==> src/rtl/bp_fe_pkg.sv <==
// Shared FE-queue types: message kinds, packet layout, processor config and
// the state encoding of the dual-slot enqueue transmitter.
package bp_fe_pkg;

    typedef enum logic [1:0] {
        e_instr_fetch      = 2'd0,
        e_itlb_miss        = 2'd1,
        e_icache_miss      = 2'd2,
        e_instr_page_fault = 2'd3
    } bp_fe_queue_type_e;

    typedef struct packed {
        bp_fe_queue_type_e msg_type;
        logic [38:0]       pc;
        logic [31:0]       instr;
    } bp_fe_queue_s;

    typedef enum logic [0:0] {
        e_bp_default_cfg = 1'b0
    } bp_params_e;

    typedef enum logic [1:0] {
        e_empty = 2'd0,
        e_hold  = 2'd1,
        e_ready = 2'd2
    } bp_fe_enq_state_e;

    function automatic int fe_queue_width(input bp_params_e cfg);
        case (cfg)
            e_bp_default_cfg: return $bits(bp_fe_queue_s);
            default:          return $bits(bp_fe_queue_s);
        endcase
    endfunction

endpackage

==> src/rtl/bp_fe_dual_queue_enq_chk.sv <==
// Structural invariants of the dual-slot FE queue transmitter.
module bp_fe_dual_queue_enq_chk #(
    parameter int buf_els_p = 4,
    parameter int cnt_w_p   = 3
) (
    input logic               clk_i,
    input logic               reset_i,
    input logic               v1_i,
    input logic               v2_i,
    input logic               push_i,
    input logic               full_i,
    input logic [cnt_w_p-1:0] count_i
);

    a_v2_implies_v1: assert property (@(posedge clk_i) disable iff (reset_i) v2_i |-> v1_i);
    a_no_push_full:  assert property (@(posedge clk_i) disable iff (reset_i) !(push_i && full_i));
    a_count_bound:   assert property (@(posedge clk_i) disable iff (reset_i)
                                      count_i <= cnt_w_p'(buf_els_p));

endmodule

==> src/rtl/bp_fe_pair_buf.sv <==
// Circular 1-write / 2-read entry buffer with wrap-bit pointers. A one-bit tag
// per entry is also readable two slots past the head.
module bp_fe_pair_buf #(
    parameter int width_p = 8,
    parameter int els_p   = 4,
    localparam int ptr_w_lp = $clog2(els_p)
) (
    input  logic                clk_i,
    input  logic                reset_i,
    input  logic                clr_i,
    input  logic                w_v_i,
    input  logic                w_tag_i,
    input  logic [width_p-1:0]  w_data_i,
    input  logic [1:0]          pop_n_i,
    output logic [width_p-1:0]  rd0_o,
    output logic [width_p-1:0]  rd1_o,
    output logic                rd2_tag_o,
    output logic [ptr_w_lp:0]   count_o
);

    logic [width_p-1:0] mem_q [els_p];
    logic [els_p-1:0]   tag_q;
    logic [ptr_w_lp:0]  wptr_q, wptr_d, rptr_q, rptr_d;
    logic [ptr_w_lp:0]  rptr1_s, rptr2_s;

    assign rptr1_s   = rptr_q + (ptr_w_lp+1)'(1);
    assign rptr2_s   = rptr_q + (ptr_w_lp+1)'(2);
    assign rd0_o     = mem_q[rptr_q[ptr_w_lp-1:0]];
    assign rd1_o     = mem_q[rptr1_s[ptr_w_lp-1:0]];
    assign rd2_tag_o = tag_q[rptr2_s[ptr_w_lp-1:0]];
    assign count_o   = wptr_q - rptr_q;

    // Pointer next-state; a clear discards everything by snapping rptr onto wptr.
    always_comb begin
        wptr_d = wptr_q;
        rptr_d = rptr_q;
        if (clr_i) begin
            rptr_d = wptr_q;
        end else begin
            if (w_v_i) begin
                wptr_d = wptr_q + (ptr_w_lp+1)'(1);
            end else begin
                wptr_d = wptr_q;
            end
            rptr_d = rptr_q + (ptr_w_lp+1)'(pop_n_i);
        end
    end

    // Pointer registers.
    always_ff @(posedge clk_i or posedge reset_i) begin
        if (reset_i) begin
            wptr_q <= '0;
            rptr_q <= '0;
        end else begin
            wptr_q <= wptr_d;
            rptr_q <= rptr_d;
        end
    end

    // Entry storage, written at the write pointer.
    always_ff @(posedge clk_i) begin
        if (w_v_i) begin
            mem_q[wptr_q[ptr_w_lp-1:0]] <= w_data_i;
            tag_q[wptr_q[ptr_w_lp-1:0]] <= w_tag_i;
        end
    end

endmodule

==> src/rtl/bp_fe_dual_queue_enq.sv <==
// FE-side transmitter: buffers single fetch packets and presents them to the BE
// issue queue as ordered slot pairs, holding a lone fetch briefly for a partner.
module bp_fe_dual_queue_enq
    import bp_fe_pkg::*;
#(
    parameter bp_params_e bp_params_p   = e_bp_default_cfg,
    parameter int         buf_els_p     = 4,
    parameter int         hold_cycles_p = 2,
    localparam int        fe_queue_width_lp = fe_queue_width(bp_params_p)
) (
    input  logic                         clk_i,
    input  logic                         reset_i,
    input  logic                         clr_i,
    input  logic [fe_queue_width_lp-1:0] fetch_pkt_i,
    input  logic                         fetch_v_i,
    output logic                         fetch_ready_o,
    output logic [fe_queue_width_lp-1:0] fe_queue1_o,
    output logic [fe_queue_width_lp-1:0] fe_queue2_o,
    output logic                         fe_queue_v1_o,
    output logic                         fe_queue_v2_o,
    input  logic                         fe_queue_ready_i
);

    localparam int ptr_w_lp = $clog2(buf_els_p);
    localparam int cnt_w_lp = ptr_w_lp + 1;
    localparam int age_w_lp = (hold_cycles_p > 0) ? $clog2(hold_cycles_p + 1) : 1;
    localparam logic [age_w_lp-1:0] age_max_lp = age_w_lp'(hold_cycles_p);
    localparam logic hold_en_lp = (hold_cycles_p != 0);

    bp_fe_enq_state_e              state_q, state_d, lone_tgt_s;
    logic [age_w_lp-1:0]           age_q, age_d;
    logic                          single_q, single_d;
    logic [cnt_w_lp-1:0]           count_s, left_s;
    logic [fe_queue_width_lp-1:0]  rd0_s, rd1_s;
    bp_fe_queue_s                  pkt_s, head_s, next_s;
    logic                          rd2_fetch_s, full_s, push_s, send_s;
    logic                          pkt_fetch_s, head_fetch_s, next_fetch_s, left_fetch_s;
    logic                          pair_ok_s, v1_s, v2_s;
    logic [1:0]                    pop_n_s;

    bp_fe_pair_buf #(
        .width_p (fe_queue_width_lp),
        .els_p   (buf_els_p)
    ) u_buf (
        .clk_i     (clk_i),
        .reset_i   (reset_i),
        .clr_i     (clr_i),
        .w_v_i     (push_s),
        .w_tag_i   (pkt_fetch_s),
        .w_data_i  (fetch_pkt_i),
        .pop_n_i   (pop_n_s),
        .rd0_o     (rd0_s),
        .rd1_o     (rd1_s),
        .rd2_tag_o (rd2_fetch_s),
        .count_o   (count_s)
    );

    assign pkt_s        = bp_fe_queue_s'(fetch_pkt_i);
    assign head_s       = bp_fe_queue_s'(rd0_s);
    assign next_s       = bp_fe_queue_s'(rd1_s);
    assign pkt_fetch_s  = (pkt_s.msg_type == e_instr_fetch);
    assign head_fetch_s = (head_s.msg_type == e_instr_fetch);
    assign next_fetch_s = (next_s.msg_type == e_instr_fetch);

    assign full_s        = (count_s == cnt_w_lp'(buf_els_p));
    assign fetch_ready_o = ~reset_i & ~full_s & ~clr_i;
    assign push_s        = fetch_v_i & fetch_ready_o;

    // A single already on display stays single until it is taken, so slot 2
    // can only appear together with slot 1 coming out of the hold window.
    assign pair_ok_s = (count_s >= cnt_w_lp'(2)) & head_fetch_s & next_fetch_s & ~single_q;
    assign v1_s      = ~clr_i & (state_q == e_ready);
    assign v2_s      = v1_s & pair_ok_s;
    assign send_s    = fe_queue_ready_i & v1_s;
    assign pop_n_s   = send_s ? (v2_s ? 2'd2 : 2'd1) : 2'd0;

    assign left_s       = count_s - cnt_w_lp'(pop_n_s);
    assign left_fetch_s = (pop_n_s == 2'd2) ? rd2_fetch_s : next_fetch_s;
    assign lone_tgt_s   = (hold_en_lp && pkt_fetch_s) ? e_hold : e_ready;

    assign fe_queue_v1_o = v1_s;
    assign fe_queue_v2_o = v2_s;
    assign fe_queue1_o   = v1_s ? rd0_s : '0;
    assign fe_queue2_o   = v2_s ? rd1_s : '0;

    // Next state, hold-window age and single-lock.
    always_comb begin
        state_d  = state_q;
        age_d    = age_q;
        single_d = single_q;
        if (clr_i) begin
            state_d  = e_empty;
            age_d    = '0;
            single_d = 1'b0;
        end else begin
            if (push_s || send_s) begin
                age_d = '0;
            end else if (state_q == e_hold && age_q != age_max_lp) begin
                age_d = age_q + age_w_lp'(1);
            end else begin
                age_d = age_q;
            end
            single_d = v1_s & ~send_s & ~v2_s;
            case (state_q)
                e_empty: begin
                    if (push_s) state_d = lone_tgt_s;
                    else        state_d = e_empty;
                end
                e_hold: begin
                    if (push_s || age_q == age_max_lp) state_d = e_ready;
                    else                               state_d = e_hold;
                end
                e_ready: begin
                    if (!send_s) begin
                        state_d = e_ready;
                    end else if (left_s == '0) begin
                        state_d = push_s ? lone_tgt_s : e_empty;
                    end else if (left_s == cnt_w_lp'(1) && !push_s && left_fetch_s && hold_en_lp) begin
                        state_d = e_hold;
                    end else begin
                        state_d = e_ready;
                    end
                end
                default: state_d = e_empty;
            endcase
        end
    end

    // Control registers.
    always_ff @(posedge clk_i or posedge reset_i) begin
        if (reset_i) begin
            state_q  <= e_empty;
            age_q    <= '0;
            single_q <= 1'b0;
        end else begin
            state_q  <= state_d;
            age_q    <= age_d;
            single_q <= single_d;
        end
    end

    bp_fe_dual_queue_enq_chk #(
        .buf_els_p (buf_els_p),
        .cnt_w_p   (cnt_w_lp)
    ) u_chk (
        .clk_i   (clk_i),
        .reset_i (reset_i),
        .v1_i    (v1_s),
        .v2_i    (v2_s),
        .push_i  (push_s),
        .full_i  (full_s),
        .count_i (count_s)
    );

endmodule

==> config.mk <==
export PLATFORM = sky130hd
export DESIGN_NAME = bp_fe_dual_queue_enq
export DESIGN_NICKNAME = d
export VERILOG_FILES = /design/src/rtl/bp_fe_pkg.sv /design/src/rtl/bp_fe_dual_queue_enq_chk.sv /design/src/rtl/bp_fe_pair_buf.sv /design/src/rtl/bp_fe_dual_queue_enq.sv
export SDC_FILE = /design/constraint.sdc
export NUM_CORES = 1
export LEC_CHECK = 0
export ABC_AREA = 1
export CAP_MARGIN = 20
export CORE_UTILIZATION = 36
export CTS_BUF_LIST = sky130_fd_sc_hd__clkbuf_4
export DETAILED_ROUTE_END_ITERATION = 8
export RECOVER_POWER = 100
export SETUP_SLACK_MARGIN = 0.2
export SYNTH_ARGS = -nofsm -noshare
export SYNTH_HDL_FRONTEND = slang
export SYNTH_SLANG_ARGS = --single-unit
==> constraint.sdc <==
create_clock -name clk_i -period 14.7 [get_ports clk_i]
set_input_delay 1.47 -clock clk_i [delete_from_list [all_inputs] [get_ports clk_i]]
set_output_delay 1.47 -clock clk_i [all_outputs]
set_load 0.01 [all_outputs]
## Word-level counts from Yosys, hierarchy flattened

Memory sizes are Yosys's and may differ from the RTL's.
Cells that the tools add are included.

| word-level totals | value |
|---|---|
| bits in registers | 15 |
| memory bits (writable) | 292 |
| bits of input ports | 78 |
| output and inout bits | 149 |
| logic and storage cells | 81 |
| memories | 1 |

Memories:

| name | words | bits a word | rd ports | clocked after Yosys merged registers in | wr ports | line | RTL |
|---|---|---|---|---|---|---|---|
| u_buf.mem_q | 4 | 73 | 2 | 0 | 1 | bp_fe_pair_buf.sv:21 | `logic [width_p-1:0] mem_q [els_p];` |

| operators by class | value |
|---|---|
| add/subtract/negate cells | 7 |
| $lt $le $gt $ge | 4 |
| equality and inequality tests | 7 |
| multiplexer cells | 25 |
| bitwise logic cells | 17 |
| reduce and logical (&&, ||, !) cells | 14 |

Operator list:

| cell | number |
|---|---|
| $mux W73 | 2 |
| $mux W2 | 12 |
| $and A1 B1 Y1 | 11 |
| $logic_not A2 Y1 | 4 |
| $eq A2 B2 Y1 const B | 3 |
| $lt A2 B3 Y1 const B | 2 |
| $mux W1 | 6 |
| $not A1 Y1 | 6 |
| $pmux W2 S3 | 1 |
| $add A2 B1 Y2 const B | 2 |
| $bwmux W4 | 1 |
| $logic_and A1 B1 Y1 | 4 |
| $add A3 B1 Y3 const B | 1 |
| $add A3 B2 Y3 | 1 |
| $eq A3 B1 Y1 const B | 1 |
| $eq A3 B3 Y1 const B | 1 |
| $ge A3 B2 Y1 const B | 1 |
| $logic_not A3 Y1 | 1 |
| $mux W3 | 1 |
| $reduce_bool A3 Y1 | 1 |
| $sub A3 B2 Y3 | 1 |
| $sub A3 B3 Y3 | 1 |
| $add A2 B2 Y2 const B | 1 |
| $bmux W1 S2 | 1 |
| 7 further kinds | 8 |

## Longest topological paths before layout

Gate-level depths: netlist of the first run.

| depth | value |
|---|---|
| depth in word-level cells | 17 |
| mapped depth | 27 |
| gate-level depth less buffers | 27 |

## Modules after synthesis

From an unflattened synthesis of the first run, not the netlist that was laid out.

| unflattened totals | value |
|---|---|
| cell total of the unflattened synthesis | 2312 |
| area total of the unflattened synthesis | 17430.5 sq um |

By module, submodules not included:

| module | times used | cells each | area an instance (sq um) | seq. area each (sq um) |
|---|---|---|---|---|
| bp_fe_pair_buf | 1 | 1925 | 15740.1 | 9038.7 |
| bp_fe_dual_queue_enq | 1 | 387 | 1690.4 | 125.1 |

## Worst setup path after synthesis of the first run

No wires, ideal clock.

| timing | value |
|---|---|
| kind | register to register |
| start point | reg u_buf.rptr_q[1] |
| end point | mem u_buf.mem_q[0][0] (netlist bit) (enable) |
| library setup time | 0.506 ns |
| arrival | 5.041 ns |
| data required time | 14.194 ns |
| path slack | 9.153 ns |
| stages on the path, launching flop included | 14 |
| path buffers | 2 |
| period minus slack after synthesis | 5.547 ns |
| path through | dfrtp_1 > inv_1 > clkbuf_1 > buf_2 > fa_1 > inv_1 > nand2_1 > nand3_1 > nand2_1 > nand2_1 > nand2_1 > nor2_4 > inv_2 > nor2_1 |

| between the ends | value |
|---|---|
| longest elaborated chain between the ends | 8 |

RTL lines:

| element | line | RTL |
|---|---|---|
| start: declaration | bp_fe_pair_buf.sv:23 | `logic [ptr_w_lp:0] wptr_q, wptr_d, rptr_q, rptr_d;` |
| start signal: assignment | bp_fe_pair_buf.sv:56 | `rptr_q <= rptr_d;` |
| $sub A3 B3 Y3 | bp_fe_pair_buf.sv:31 | `assign count_o = wptr_q - rptr_q;` |
| $eq A3 B3 Y1 | bp_fe_dual_queue_enq.sv:65 | `assign full_s = (count_s == cnt_w_lp'(buf_els_p));` |
| $not A1 Y1 | bp_fe_dual_queue_enq.sv:66 | `assign fetch_ready_o = ~reset_i & ~full_s & ~clr_i;` |
| $and A1 B1 Y1 (2 in series) | bp_fe_dual_queue_enq.sv:66 |  |
| $and A1 B1 Y1 | bp_fe_dual_queue_enq.sv:67 | `assign push_s = fetch_v_i & fetch_ready_o;` |
| $mux W1 | bp_fe_pair_buf.sv:62 | `if (w_v_i) begin` |
| $mux W1 (not written as such) | bp_fe_pair_buf.sv:63 | `mem_q[wptr_q[ptr_w_lp-1:0]] <= w_data_i;` |
| end: declaration | bp_fe_pair_buf.sv:21 |  |

No other way between the ends.

## Worst setup path in the final report of the first run

| timing | value |
|---|---|
| start point | reg u_buf.rptr_q[0] |
| end point | out fe_queue2_o[15] |

| between the ends | value |
|---|---|
| longest elaborated chain between the ends | 7 |
| elaborated cells between the ends (all ways) | 11 |
| those cells by class | add/sub: 2; order compare: 1; mux: 1; bitwise: 4; reduce/logical: 2; memory: 1 |

RTL lines:

| element | line | RTL |
|---|---|---|
| $sub A3 B3 Y3 (tied with other cells) | bp_fe_pair_buf.sv:31 |  |
| $ge A3 B2 Y1 (tied with other cells) | bp_fe_dual_queue_enq.sv:71 | `assign pair_ok_s = (count_s >= cnt_w_lp'(2)) & head_fetch_s & next_fetch_s & ~single_q;` |
| $and A1 B1 Y1 / $logic_not A2 Y1 (equally long branches) | bp_fe_dual_queue_enq.sv:71, bp_fe_dual_queue_enq.sv:63 |  |
| $and A1 B1 Y1 (2 in series) | bp_fe_dual_queue_enq.sv:71 |  |
| $and A1 B1 Y1 | bp_fe_dual_queue_enq.sv:73 | `assign v2_s = v1_s & pair_ok_s;` |
| $mux W73 * | bp_fe_dual_queue_enq.sv:84 | `assign fe_queue2_o = v2_s ? rd1_s : '0;` |
| end: declaration | bp_fe_dual_queue_enq.sv:18 | `output logic [fe_queue_width_lp-1:0] fe_queue2_o,` |

Mark *: on every way between the ends. The rest lies on a longest branch, timed or not.

==> impl_metrics.csv, run 1 <==
group,metric,value,unit
layout,syn_to_final_growth,24.5,%
clocking,cts_max_level,3,
worst_setup_path,worstSetupStartpoint,"u_buf.rptr_q[0]",
clocking,cts_tree,"built",
timing,fmaxAchievable,100,MHz
clocking,ctsLongestPathBuffers,3,
layout,seqCellArea,9170,um^2
worst_setup_path,worstSetupPathType,"reg2out",
placed_design,port_buffers,224,
run_status,violations,"max-capacitance violations, max-slew violations",
die,initial_core_util,36.6,%
placed_design,place.gp.congestion,0.845,
layout,multi_input_area,4560,um^2
global_routing,grt-ovfl-total,0,
timing,worst_pin_slew,4750,ps
route,drt_pass1_iterations,5,
pwr,leakage,7.01,nW
worst_setup_path,r2r-end,"u_buf.mem_q[1][65]",
min_path,min_path_type,"reg2reg",
yosys,ys_warn_count,0,
clocking,cts.sinks,307,
pwr,pwr_density_cell,147,nW/um^2
die,dieArea,41400,um^2
timing,tns,0,ps
global_routing,grt_usage,20.2,%
layout,fill_cells,3734,
die,core-area,39900,um^2
placed_design,dp_hpwl,24.4,mm
clocking,worstSkewPairLatency,730,ps
timing,slew_violations,781,
worst_setup_path,r2r_slack,5570,ps
yosys,synth_area_per_cell,9.91,um^2
clocking,path_clk_slew,60,ps
worst_setup_path,cp_max_fo,93,
layout,drive_gt1_share,8.29,%
die,ios,227,
yosys,synth_area,14600,um^2
die,die_y,203,um
timing,hold_slack,512,ps
pwr,ir_worst_vdd,83.5,uV
yosys,synthCells,1474,
layout,fin_nets,1788,
timing,rsz0062_at_grt,"false",
yosys,yosysUniqueCellTypes,31,
timing,period_minus_slack,9990,ps
yosys,synth.area.top_cells,"edfxtp_1 61%, nand2_1 9.6%, o21ai_0 5.0%, nor2_1 4.3%, o211ai_1 3.6%",
route,drt_iter0_drc,714,
global_routing,antenna_found_initial,6,
die,rows,73,
route,wl_per_cell,18.2,um
route,drc,0,
worst_setup_path,worstPathRequired,13230,ps
clocking,postCtsSetupBuffers,0,
clocking,cts_hold_buf,0,
timing,hold_viol_final,0,
yosys,synth_top_area_share,60.8,%
run_status,status,"finished, violations left",
job,maxCapViolations,14,
route,vias_per_cell,5.14,
clocking,cts_root_buffer,"clkbuf_4",
yosys,synth-seq-cells,307,
yosys,seq_area_frac_synth,62.7,%
timing,maxSlewHeadroom,-217,%
worst_setup_path,critical_path.endpoint,"fe_queue2_o[15]",
route,finalWirelength,41.7,mm
timing,skew,26.8,ps
worst_setup_path,worst_setup_path_end_kind,"output pin",
route,ant_nets,0,
worst_setup_path,r2r_cells,14,
global_routing,grt_max_degree,105,
yosys,yosysTopAreaCell,"edfxtp_1",
timing,finalSetupViolCount,0,
worst_setup_path,r2r-start,"u_buf.rptr_q[0]",
worst_setup_path,cp-start-kind,"flop",
global_routing,grt_pass1_wl,64.4,mm
pwr,finalPower,2.68,mW
global_routing,grt_pass1_vias,11800,
clocking,cts_made_buffers,83,
die,fp.dieW,203,um
timing,fin_crit_sh,68.0,%
clocking,ctsResizeCount,0,
route,via_count,11800,
worst_setup_path,crit_arrival,8520,ps
[logic make-up after synthesis]
kind of cell	after synthesis	synth area share, %
AND/OR/NAND/NOR	566	14.9
AO/OA/AOI/OAI	378	14.9
flip-flops	307	62.7
buffers and inverters	207	6.06
adder cells (fa/ha/maj)	11	1.10
XOR/XNOR	4	0.240
other	1	0.0257
[cell type report]
type | count | area share [%]
clock inverter | 29 | 0.963
multi-input combinational | 961 | 25.0
antenna | 6 | 0.0825
timing repair buffer | 242 | 12.8
sequential | 307 | 50.4
clock buffer | 119 | 4.91
inverter | 104 | 2.15
tap | 525 | 3.61
[worst max-delay path, stage by stage, from the launching register on]
cell	delay, ps
dfrtp_1	2250
inv_2	-30
buf_4	520
nand2_1	1300
nor2_1	80
nor2_1	160
nand2_1	100
nor2_1	170
nand2_1	1590
a21oi_1	870
dlygate4sd3_1	710
[metal layers]
| metal | vias to the layer above | wire (um) | track usage [%] |
|---|---|---|---|
| met1 | 5607 | 17600 | 25.4 |
| met2 | 477 | 20000 | 33.3 |
| met4 | 4 | 914 | 8.43 |
| met3 | 83 | 3170 | 4.87 |
| met5 | - | 20 | 0 |
| li1 | 5624 | - | - |
[how the worst min path moves through the flow]
stage                         start               to  slack [ps]  cells after the start
CTS                 u_buf.wptr_q[2]  u_buf.wptr_q[2]         510                      1
global placement    u_buf.wptr_q[2]  u_buf.wptr_q[2]         500                      1
floorplan           u_buf.wptr_q[2]  u_buf.wptr_q[2]         480                      1
global route        u_buf.wptr_q[2]  u_buf.wptr_q[2]         550                      1
detailed placement  u_buf.wptr_q[2]  u_buf.wptr_q[2]         500                      1
finish              u_buf.wptr_q[2]  u_buf.wptr_q[2]         510                      1
[through the flow]
stage	area [um^2]	setup slack, ps	cells	utilization [%]
finish	18200	4710	2293	45.6
global route	18200	3940	2290	45.6
CTS	18300	7810	2286	45.8
detailed placement	17200	8680	2138	43.1
global placement	17200	8780	2138	43.1
floorplan	14600	9150	1475	-
[placed cells by master, fill, tap and decap left out, types with 2 or more instances in the layout]
master           synthesis  routed
a21oi_1                 87      88
a22oi_1                 13      13
a31oi_1                 58      58
buf_4                    5       7
bufinv_16                0       2
clkbuf_1                54      11
clkbuf_4                 0     119
clkdlybuf4s50_1          0       6
clkinv_1                 0      20
clkinv_2                 0       2
clkinvlp_4               0       3
conb_1                   1       2
dfrtp_1                 11      10
diode_2                  0       6
dlygate4sd3_1            0     218
edfxtp_1               296     296
fa_1                     3       3
ha_1                     8       8
inv_1                  100     100
inv_2                    4       6
nand2_1                372     372
nand3_1                 12      12
nand4_1                  2       2
nor2_1                 168     170
nor3_1                   4       4
o211ai_1                71      71
o21ai_0                147     147
or2_2                    2       2
xor2_1                   3       3
[Yosys cell counts]
cell type / instances
nand2_1: 372
edfxtp_1: 296
nor2_1: 168
o21ai_0: 147
inv_1: 100
a21oi_1: 87
o211ai_1: 71
a31oi_1: 58
clkbuf_1: 54
buf_2: 29
a22oi_1: 13
nand3_1: 12
dfrtp_1: 11
buf_1: 8
ha_1: 8
buf_6: 7
buf_4: 5
inv_2: 4
nor3_1: 4
fa_1: 3
nor2_2: 3
xor2_1: 3
nand4_1: 2
or2_2: 2
a21oi_2: 1
and2_1: 1
conb_1: 1
nand2_4: 1
nor2_4: 1
o21ai_2: 1
xnor2_1: 1
[registers in the layout (all words and copies together), names as in the netlist]
name,cells
u_buf.tag_q,4
u_buf.mem_q,292
u_buf.wptr_q,3
u_buf.rptr_q,3
age_q,2
state_q,2
single_q,1
[where the power goes]
part	switching, mW	internal (mW)	total [mW]
Combinational	0.587	0.256	0.843
Clock	0.351	0.408	0.758
Sequential	0.0548	1.03	1.08
Power figures use the tool's default switching activity.
==> run 2, diff against run 1 <==
==> constraint.sdc (replaced) <==
create_clock -name clk_i -period 8.83 [get_ports clk_i]
set_input_delay 0.883 -clock clk_i [delete_from_list [all_inputs] [get_ports clk_i]]
set_output_delay 0.883 -clock clk_i [all_outputs]
set_load 0.01 [all_outputs]
==> run 2 against run 1 <==
The flow still finishes with violations (max-capacitance violations, max-slew violations). Die area unchanged. Non-clock buffer count down 5. Sequential share of layout area shrank 0.083 points. Register-to-register slack worse by 3800 ps. Combinational power rose by 59%. Setup slack worse by 3500 ps. Sequential cell count stayed put. First-iteration DRC count is 23% higher. Power increased by 67%.
==> impl_metrics.csv, run 2 (synthesis gave the netlist of run 1 again) <==
group,metric,value,unit
global_routing,grt_max_degree,116,
layout,layout_common_cells,"370 x nand2_1, 296 x edfxtp_1, 217 x dlygate4sd3_1",
min_path,min_path_type,"reg2reg",
placed_design,place.gp.congestion,0.826,
timing,worst_pin_slew,4900,ps
worst_setup_path,cp-start-kind,"input pin",
min_path,holdPathStages,1,
clocking,cts_root_buffer,"clkbuf_4",
die,ios,227,
worst_setup_path,r2r-start,"u_buf.rptr_q[1]",
layout,syn_to_final_growth,24.8,%
route,finalWirelength,41.9,mm
clocking,postCtsSetupBuffers,0,
die,rows,73,
worst_setup_path,worstPathRequired,7950,ps
route,ant_nets,0,
die,fp.dieW,203,um
timing,period_minus_slack,7630,ps
timing,hold_viol_final,0,
clocking,worstSkewPairLatency,730,ps
route,drt_pass1_iterations,5,
clocking,cts_hold_buf,0,
clocking,ctsResizeCount,0,
pwr,power_frac_clock,28.9,%
global_routing,grt-ovfl-total,0,
clocking,ctsLongestPathBuffers,3,
timing,maxSlewHeadroom,-227,%
clocking,path_clk_slew,70,ps
timing,slew_violations,135,
timing,rsz0062_at_grt,"false",
clocking,cts_tree,"built",
clocking,cts.sinks,307,
pwr,ir_worst_vdd,155,uV
placed_design,place_inst,2134,
layout,mostFrequentLayoutCell,"nand2_1",
run_status,violations,"max-capacitance violations, max-slew violations",
worst_setup_path,worstSetupPathType,"in2out",
pwr,sw_frac_of_total,36.9,%
worst_setup_path,cp_max_fo,76,
layout,final_util,45.7,%
worst_setup_path,crit_arrival,6750,ps
worst_setup_path,worst_setup_path_end_kind,"output pin",
pwr,intPower,2.82,mW
worst_setup_path,r2r-end,"u_buf.mem_q[2][52]",
route,vias_per_cell,5.14,
global_routing,grt_pass1_vias,11700,
timing,fin_crit_sh,86.4,%
clocking,cts_max_level,3,
placed_design,dp_hpwl,23.5,mm
min_path,hold_start,"u_buf.wptr_q[2]",
min_path,hold_end,"u_buf.wptr_q[2]",
placed_design,port_buffers,224,
pwr,leakage,7.07,nW
timing,skew,22.1,ps
route,drc,0,
pwr,power_frac_seq,41.1,%
timing,finalSetupViolCount,0,
timing,fmaxAchievable,131,MHz
run_status,status,"finished, violations left",
route,drt_iter0_drc,881,
worst_setup_path,r2r_cells,13,
clocking,cts_made_buffers,83,
pwr,combPwrFrac,30.0,%
layout,drive_gt1_share,9.23,%
die,dieArea,41400,um^2
pwr,finalPower,4.47,mW
die,die_y,203,um
die,core-area,39900,um^2
global_routing,grt_usage,20.3,%
global_routing,antenna_found_initial,9,
worst_setup_path,r2r_slack,1770,ps
pwr,pwr_density_cell,245,nW/um^2
job,maxCapViolations,3,
die,initial_core_util,36.6,%
layout,largest_reg_flops,292,
layout,stdcell_count,2287,
route,via_count,11800,
pwr,p_sw,1.65,mW
global_routing,grt_pass1_wl,64.3,mm
layout,fin_nets,1783,
route,wl_per_cell,18.3,um
timing,tns,0,ps
run 2: critical path: stages:
cell and delay (ps):
dlygate4sd3_1 710, inv_1 200, nand2_4 110, clkbuf_1 3420, a21oi_1 510, dlygate4sd3_1 880
run 2: power groups by stage:
stage / Combinational [mW] / Sequential, mW / Clock, mW
floorplan: 1.01 / 1.78 / 0
global placement: 1.35 / 1.86 / 0
detailed placement: 1.37 / 1.87 / 0
CTS: 1.37 / 1.84 / 1.34
global route: 1.51 / 1.85 / 1.41
finish: 1.34 / 1.84 / 1.30
run 2: per-stage QoR:
stage | worst slack (ps) | area (um^2) | hold WS, ps
floorplan | 3280 | 14600 | 483
global placement | 2830 | 17200 | 503
detailed placement | 2860 | 17200 | 521
CTS | 2080 | 18300 | 456
global route | 1050 | 18200 | 565
finish | 1200 | 18200 | 529
run 2: cell type report:
cell class,count,area (um^2)
Timing Repair Buffer,237,2340
Multi-Input combinational cell,961,4570
Antenna cell,6,15.0
Clock inverter,18,124
Tap cell,525,657
Inverter,104,390
Fill cell,3675,21700
Clock buffer,129,968
Sequential cell,307,9170
run 2: how the worst max path moves through the flow:
stage / end / slack [ps] / start
2_1_floorplan: u_buf.mem_q[0][0] / 3280 / u_buf.rptr_q[1]
3_3_place_gp: state_q[1] / 2830 / u_buf.rptr_q[1]
3_5_place_dp: state_q[1] / 2860 / u_buf.rptr_q[1]
4_1_cts: fe_queue2_o[52] / 2080 / u_buf.rptr_q[1]
5_1_grt: fe_queue1_o[42] / 1050 / clr_i
6_report: fe_queue1_o[61] / 1200 / clr_i
run 2: routing by layer:
layer  global-route usage [%]  up-vias  share of wire, %
li1                         -     5601                 -
met1                     25.9     5618                42
met2                     33.1      455                48
met3                     4.54       79               6.8
met4                     8.40        4               2.4
met5                        0        -             0.057
==> run 3, diff against run 2 <==
--- a/config.mk
+++ b/config.mk
@@ -9,6 +9,7 @@
 export CAP_MARGIN = 20
 export CORE_UTILIZATION = 36
 export CTS_BUF_LIST = sky130_fd_sc_hd__clkbuf_4
+export CTS_CLUSTER_SIZE = 28
 export DETAILED_ROUTE_END_ITERATION = 8
 export RECOVER_POWER = 100
 export SETUP_SLACK_MARGIN = 0.2
==> results of run 3 <==
The final DEF is identical to that of run 2; final timing and power are the same.
